===== config.mk =====
export PLATFORM = sky130hd
export DESIGN_NAME = map_pixel_fetch
export DESIGN_NICKNAME = d
export VERILOG_FILES = /design/src/rtl/pacman_video_pkg.sv /design/src/rtl/map_addr_gen.sv /design/src/rtl/map_pixel_fetch.sv
export SDC_FILE = /design/constraint.sdc
export NUM_CORES = 1
export LEC_CHECK = 0
export ABC_AREA = 1
export BUFFER_PORTS_ARGS = -buffer_cell sky130_fd_sc_hd__buf_2
export CORE_MARGIN = 2
export CORE_UTILIZATION = 50
export DETAILED_ROUTE_END_ITERATION = 8
export GPL_ROUTABILITY_DRIVEN = 0
export PLACE_DENSITY = 0.89
export SLEW_MARGIN = 25
export SYNTH_ARGS = -nofsm -noshare
export SYNTH_HDL_FRONTEND = slang
export SYNTH_HIERARCHICAL = 1
export SYNTH_SLANG_ARGS = --single-unit

===== constraint.sdc =====
create_clock -name Clk -period 3.8 [get_ports Clk]
set_input_delay 0 -clock Clk [delete_from_list [all_inputs] [get_ports Clk]]
set_output_delay 0 -clock Clk [all_outputs]
set_load 0.01 [all_outputs]

===== src/rtl/pacman_video_pkg.sv =====
// Shared video constants and the packed pixel colour type for the map renderer.
package pacman_video_pkg;

   localparam int unsigned H_ACTIVE = 640;
   localparam int unsigned V_ACTIVE = 480;
   localparam int unsigned MAP_COLS = 20;
   localparam int unsigned MAP_ROWS = 15;
   localparam int unsigned IDX_W    = 9;

   typedef struct packed {
      logic [7:0] r;
      logic [7:0] g;
      logic [7:0] b;
   } rgb_t;

endpackage


===== src/rtl/map_addr_gen.sv =====
// Combinational tile index for a screen pixel: row*20 + col, plus an in-range flag.
module map_addr_gen
   import pacman_video_pkg::*;
#(
   parameter int unsigned TILE_SHIFT = 5
) (
   input  logic [9:0]       draw_x_i,
   input  logic [9:0]       draw_y_i,
   input  logic             blank_n_i,
   output logic [IDX_W-1:0] tile_idx_o,
   output logic             in_range_o
);

   logic [3:0]       row;
   logic [4:0]       col;
   logic [IDX_W-1:0] idx;

   always_comb begin
      row = 4'(draw_y_i >> TILE_SHIFT);
      col = 5'(draw_x_i >> TILE_SHIFT);
      // row * 20 as shift-add
      idx = ({5'b0, row} << 4) + ({5'b0, row} << 2) + {4'b0, col};
      in_range_o = blank_n_i && (draw_x_i < 10'(H_ACTIVE)) && (draw_y_i < 10'(V_ACTIVE));
      tile_idx_o = in_range_o ? idx : '0;
   end

endmodule


===== src/rtl/map_pixel_fetch.sv =====
// Three-stage map pixel fetch: address register, external RAM read, colour register
// with a pellet colour that blinks every 16 frames.
module map_pixel_fetch
   import pacman_video_pkg::*;
#(
   parameter int unsigned TILE_SHIFT = 5,
   parameter logic [23:0] PELLET_KEY = 24'hFFB8AE
) (
   input  logic        Clk,
   input  logic        Reset_n,
   input  logic [9:0]  DrawX,
   input  logic [9:0]  DrawY,
   input  logic        blank_n,
   input  logic        vs_n,
   output logic [18:0] ram_addr,
   input  logic [23:0] ram_data,
   output logic [7:0]  Red,
   output logic [7:0]  Green,
   output logic [7:0]  Blue,
   output logic        pix_valid
);

   logic [IDX_W-1:0] tile_idx;
   logic             in_range;

   logic [18:0] addr_q, addr_d;
   logic [2:0]  valid_q, valid_d;
   rgb_t        rgb_q, rgb_d;
   logic [4:0]  frame_q, frame_d;
   logic        vs_q, vs_d;
   logic        armed_q, armed_d;
   logic        vs_fall;
   logic        blink_off;

   map_addr_gen #(
      .TILE_SHIFT(TILE_SHIFT)
   ) u_addr_gen (
      .draw_x_i   (DrawX),
      .draw_y_i   (DrawY),
      .blank_n_i  (blank_n),
      .tile_idx_o (tile_idx),
      .in_range_o (in_range)
   );

   always_comb begin
      addr_d  = {10'b0, tile_idx};
      valid_d = {valid_q[1:0], in_range};

      // armed_q masks a vs_n that is already low when reset releases
      vs_d      = vs_n;
      armed_d   = 1'b1;
      vs_fall   = armed_q && vs_q && !vs_n;
      frame_d   = frame_q + {4'b0, vs_fall};
      blink_off = frame_q[4];

      // valid_q[1] lines up with ram_data answering the stage-1 address
      rgb_d = '0;
      if (valid_q[1]) begin
         if ((ram_data == PELLET_KEY) && blink_off) begin
            rgb_d = '0;
         end else begin
            rgb_d = rgb_t'(ram_data);
         end
      end
   end

   always_ff @(posedge Clk or negedge Reset_n) begin
      if (!Reset_n) begin
         addr_q  <= '0;
         valid_q <= '0;
         rgb_q   <= '0;
         frame_q <= '0;
         vs_q    <= 1'b1;
         armed_q <= 1'b0;
      end else begin
         addr_q  <= addr_d;
         valid_q <= valid_d;
         rgb_q   <= rgb_d;
         frame_q <= frame_d;
         vs_q    <= vs_d;
         armed_q <= armed_d;
      end
   end

   assign ram_addr  = addr_q;
   assign Red       = rgb_q.r;
   assign Green     = rgb_q.g;
   assign Blue      = rgb_q.b;
   assign pix_valid = valid_q[2];

endmodule


==> results.txt <==
Primary FF master, synth: dfrtp_1
DRT antenna net count: 0
Register bit total from synthesis: 43
Port Buffers: 71
Largest net degree at the start of global routing: 44
Ranking of synthesized cells by area: dfrtp_1 (52%), nand2_1 (8.3%), ha_1 (5.6%), inv_1 (5.4%), a21oi_2 (4.3%)
Synth Instances: 206
Maxcap violations: 0
Reg2reg end: frame_q[4]
Ys Warns: 6
Area leader, netlist: dfrtp_1
Max Transition Viols Final: 0
Setup TNS: 0 ns
First-pass GRT wire length: 7340 µm
FILL cells: 293
Outcome: complete, no violations
Io pins: 92
Seq/Total Area, Yosys: 53.2%
Clock root cell: clkbuf_8
Leak: 0.00158 µW
Multi-input logic area: 752 µm²
PD cells: 381 nW/µm²
Startpoint type of the worst setup path: input pin
HPWL Detailed: 2810 µm
Switching Fraction: 24.7%
CP max FO: 3
Post-synthesis async set-or-reset flop share: 100%
DR WL/cell: 12.9 µm
CP startpoint: DrawX[9]
Vias per cell: 4.70
Combinational share of power: 16.4%
Die Area: 4570 µm²
DRC viols: 0
Num CTS Buffers: 5
Fmax: 725 MHz
Synth top cells by count: nand2_1 (45), dfrtp_1 (42), inv_1 (29), nor2_1 (15)
Via count: 1,682
R2R cell count: 6
Hold Path Depth: 4
GR Util All Layers: 22.2%
Rel. slew slack: 50.2%
Post-synthesis cell area: 2020 µm²
Share of cells above drive strength 1: 33.8%
Tcrit/Tclk final: 36.3%
Post-synth EDFFs: 0
Core area: 3940 µm²
Worst setup path endpoint: ram_addr[7]
Mapped Avg Cell Area: 9.83 µm²
Worst endpoint required time: 4.02 ns
CTS clk-pin slew, worst paths: 0.07 ns
Clk buf depth: 2
# diodes: 0
Grt total ovfl: 0
Drt pass-1 iters: 4
Unrepaired setup endpoints after global routing: false
Final design utilization: 69.9%
Int Pwr: 790 µW
Core Rows: 23
Area of placed instances: 2360 µm²
Psw: 260 µW
Most common cell in the synthesized netlist: nand2_1
Die Y: 67.6 µm
Final nets: 366
Die X: 67.6 µm
Initial antenna violation count: 0
Class of the worst hold path: input pin to register
Storage cell area: 1080 µm²
Post-synth cell types: 24
Clk sinks: 43
Final Hold Fails: 0
Final wirelength: 4620 µm
Clk network pwr share: 34.2%
R2R setup slack: 2.48 ns
R2r startpoint: vs_q
Area Overhead vs Synth: 36.2%
Worst vdd ir: 0.267 mV
Reg power frac: 49.5%
Critical path class: input pin to register
Post-cts resize count: 0
Vias in the first global route: 1,699
H-tree Lvls: 2
Starting density of the core: 51.3%
Share of Yosys cell area claimed by the top area cell type: 51.9%
CP arrival: 1.60 ns
Worst Setup End Kind: register
DRT iter0 DRCs: 71
Clk_lat worst skew: 0.29 ns
Least-Margin Pin Slew: 0.746 ns
Final Setup Violations: 0
Min cycle time layout: 1.38 ns
Design Area, Final: 2760 µm²
Clock Skew: 0.00482 ns
CTS tree: yes
## layer usage
metal / wire length [µm] / track usage (%)
met1: 1660 / 21.9
met2: 2520 / 42.5
met3: 318 / 5.17
met4: 119 / 11.2
met5: 0 / 0
## placed cells by master (no fill, tap or decap)
cell and instances:
buf_2 70, a21oi_2 10, nand3b_1 1, nor2_4 3, inv_1 29, nand3_2 1
bufinv_16 1, clkinv_2 1, xor2_1 1, nor2_1 15, clkbuf_8 6, nor2_2 5
nand4_1 2, nand3_1 8, buf_4 1, nor3_2 1, nand2_1 45, xnor2_1 3
conb_1 11, fa_1 2, nand2_2 4, ha_1 9, a21oi_1 8, dfstp_2 1
dfrtp_1 42, dlygate4sd3_1 28
## timing repair
item | CTS | global route
hold buffers | 28 | 0
buffers inserted | 0 | 0
hold endpoints to repair | 69 | 0
## through the flow
stage / hold slack (ns) / instances / total power [µW] / setup slack [ns]
final: 0.0628 / 358 / 1050 / 2.42
after CTS: 0.0439 / 358 / 1060 / 2.43
after detailed placement: 0.122 / 322 / 677 / 2.12
after global routing: 0.0628 / 358 / 1120 / 2.28
after global placement: 0.121 / 322 / 667 / 2.18
after floorplan: -0.296 / 215 / 619 / 2.33
## cell type report
cell class	instances	area share (%)
Sequential cell	43	39.1
Multi-Input combinational cell	129	27.3
Timing Repair Buffer	99	23.2
Inverter	29	3.95
Clock buffer	6	3.00
Tap cell	50	2.27
Clock inverter	2	1.27
## power by group through the flow
stage                     clock network (µW)  logic, µW  registers, µW
after detailed placement                   0        148            529
after CTS                                371        170            520
after floorplan                            0       89.5            529
after global routing                     393        197            526
after global placement                     0        140            527
final                                    359        172            520
## registers in the layout, indices dropped and copies added (netlist names)
signal	cells
valid_q	3
armed_q	1
vs_q	1
Blue	8
frame_q	5
ram_addr	9
Green	8
Red	8
## critical path, stage by stage
cell	delay [ns]
buf_2	0.08
inv_1	0.06
fa_1	0.53
inv_1	0.07
fa_1	0.50
nand2_1	0.10
nand3_1	0.06
nand3_1	0.06
nand2_1	0.05
nor2_1	0.08
## worst min-delay path by stage
stage | from | endpoint | slack, ns
6_report | DrawY[8] | ram_addr[7] | 0.06
3_3_place_gp | vs_n | vs_q | 0.12
4_1_cts | DrawY[8] | ram_addr[7] | 0.04
5_1_grt | DrawY[8] | ram_addr[7] | 0.06
2_1_floorplan | Reset_n | Blue[0] | -0.30
3_5_place_dp | vs_n | vs_q | 0.12
## cells by family (layout without fill, tap and decap cells)
family,after synthesis,count (layout),synth area share (%)
and+or+nand+nor,85,85,19.5
DFF,43,43,53.2
buffers and inverters,43,136,11.3
AOI/OAI and AO/OA,18,18,6.30
adders and majority gates,11,11,7.54
xor gates and xnor gates,4,4,1.73
other,2,11,0.371
Power figures use the tool's default switching activity.
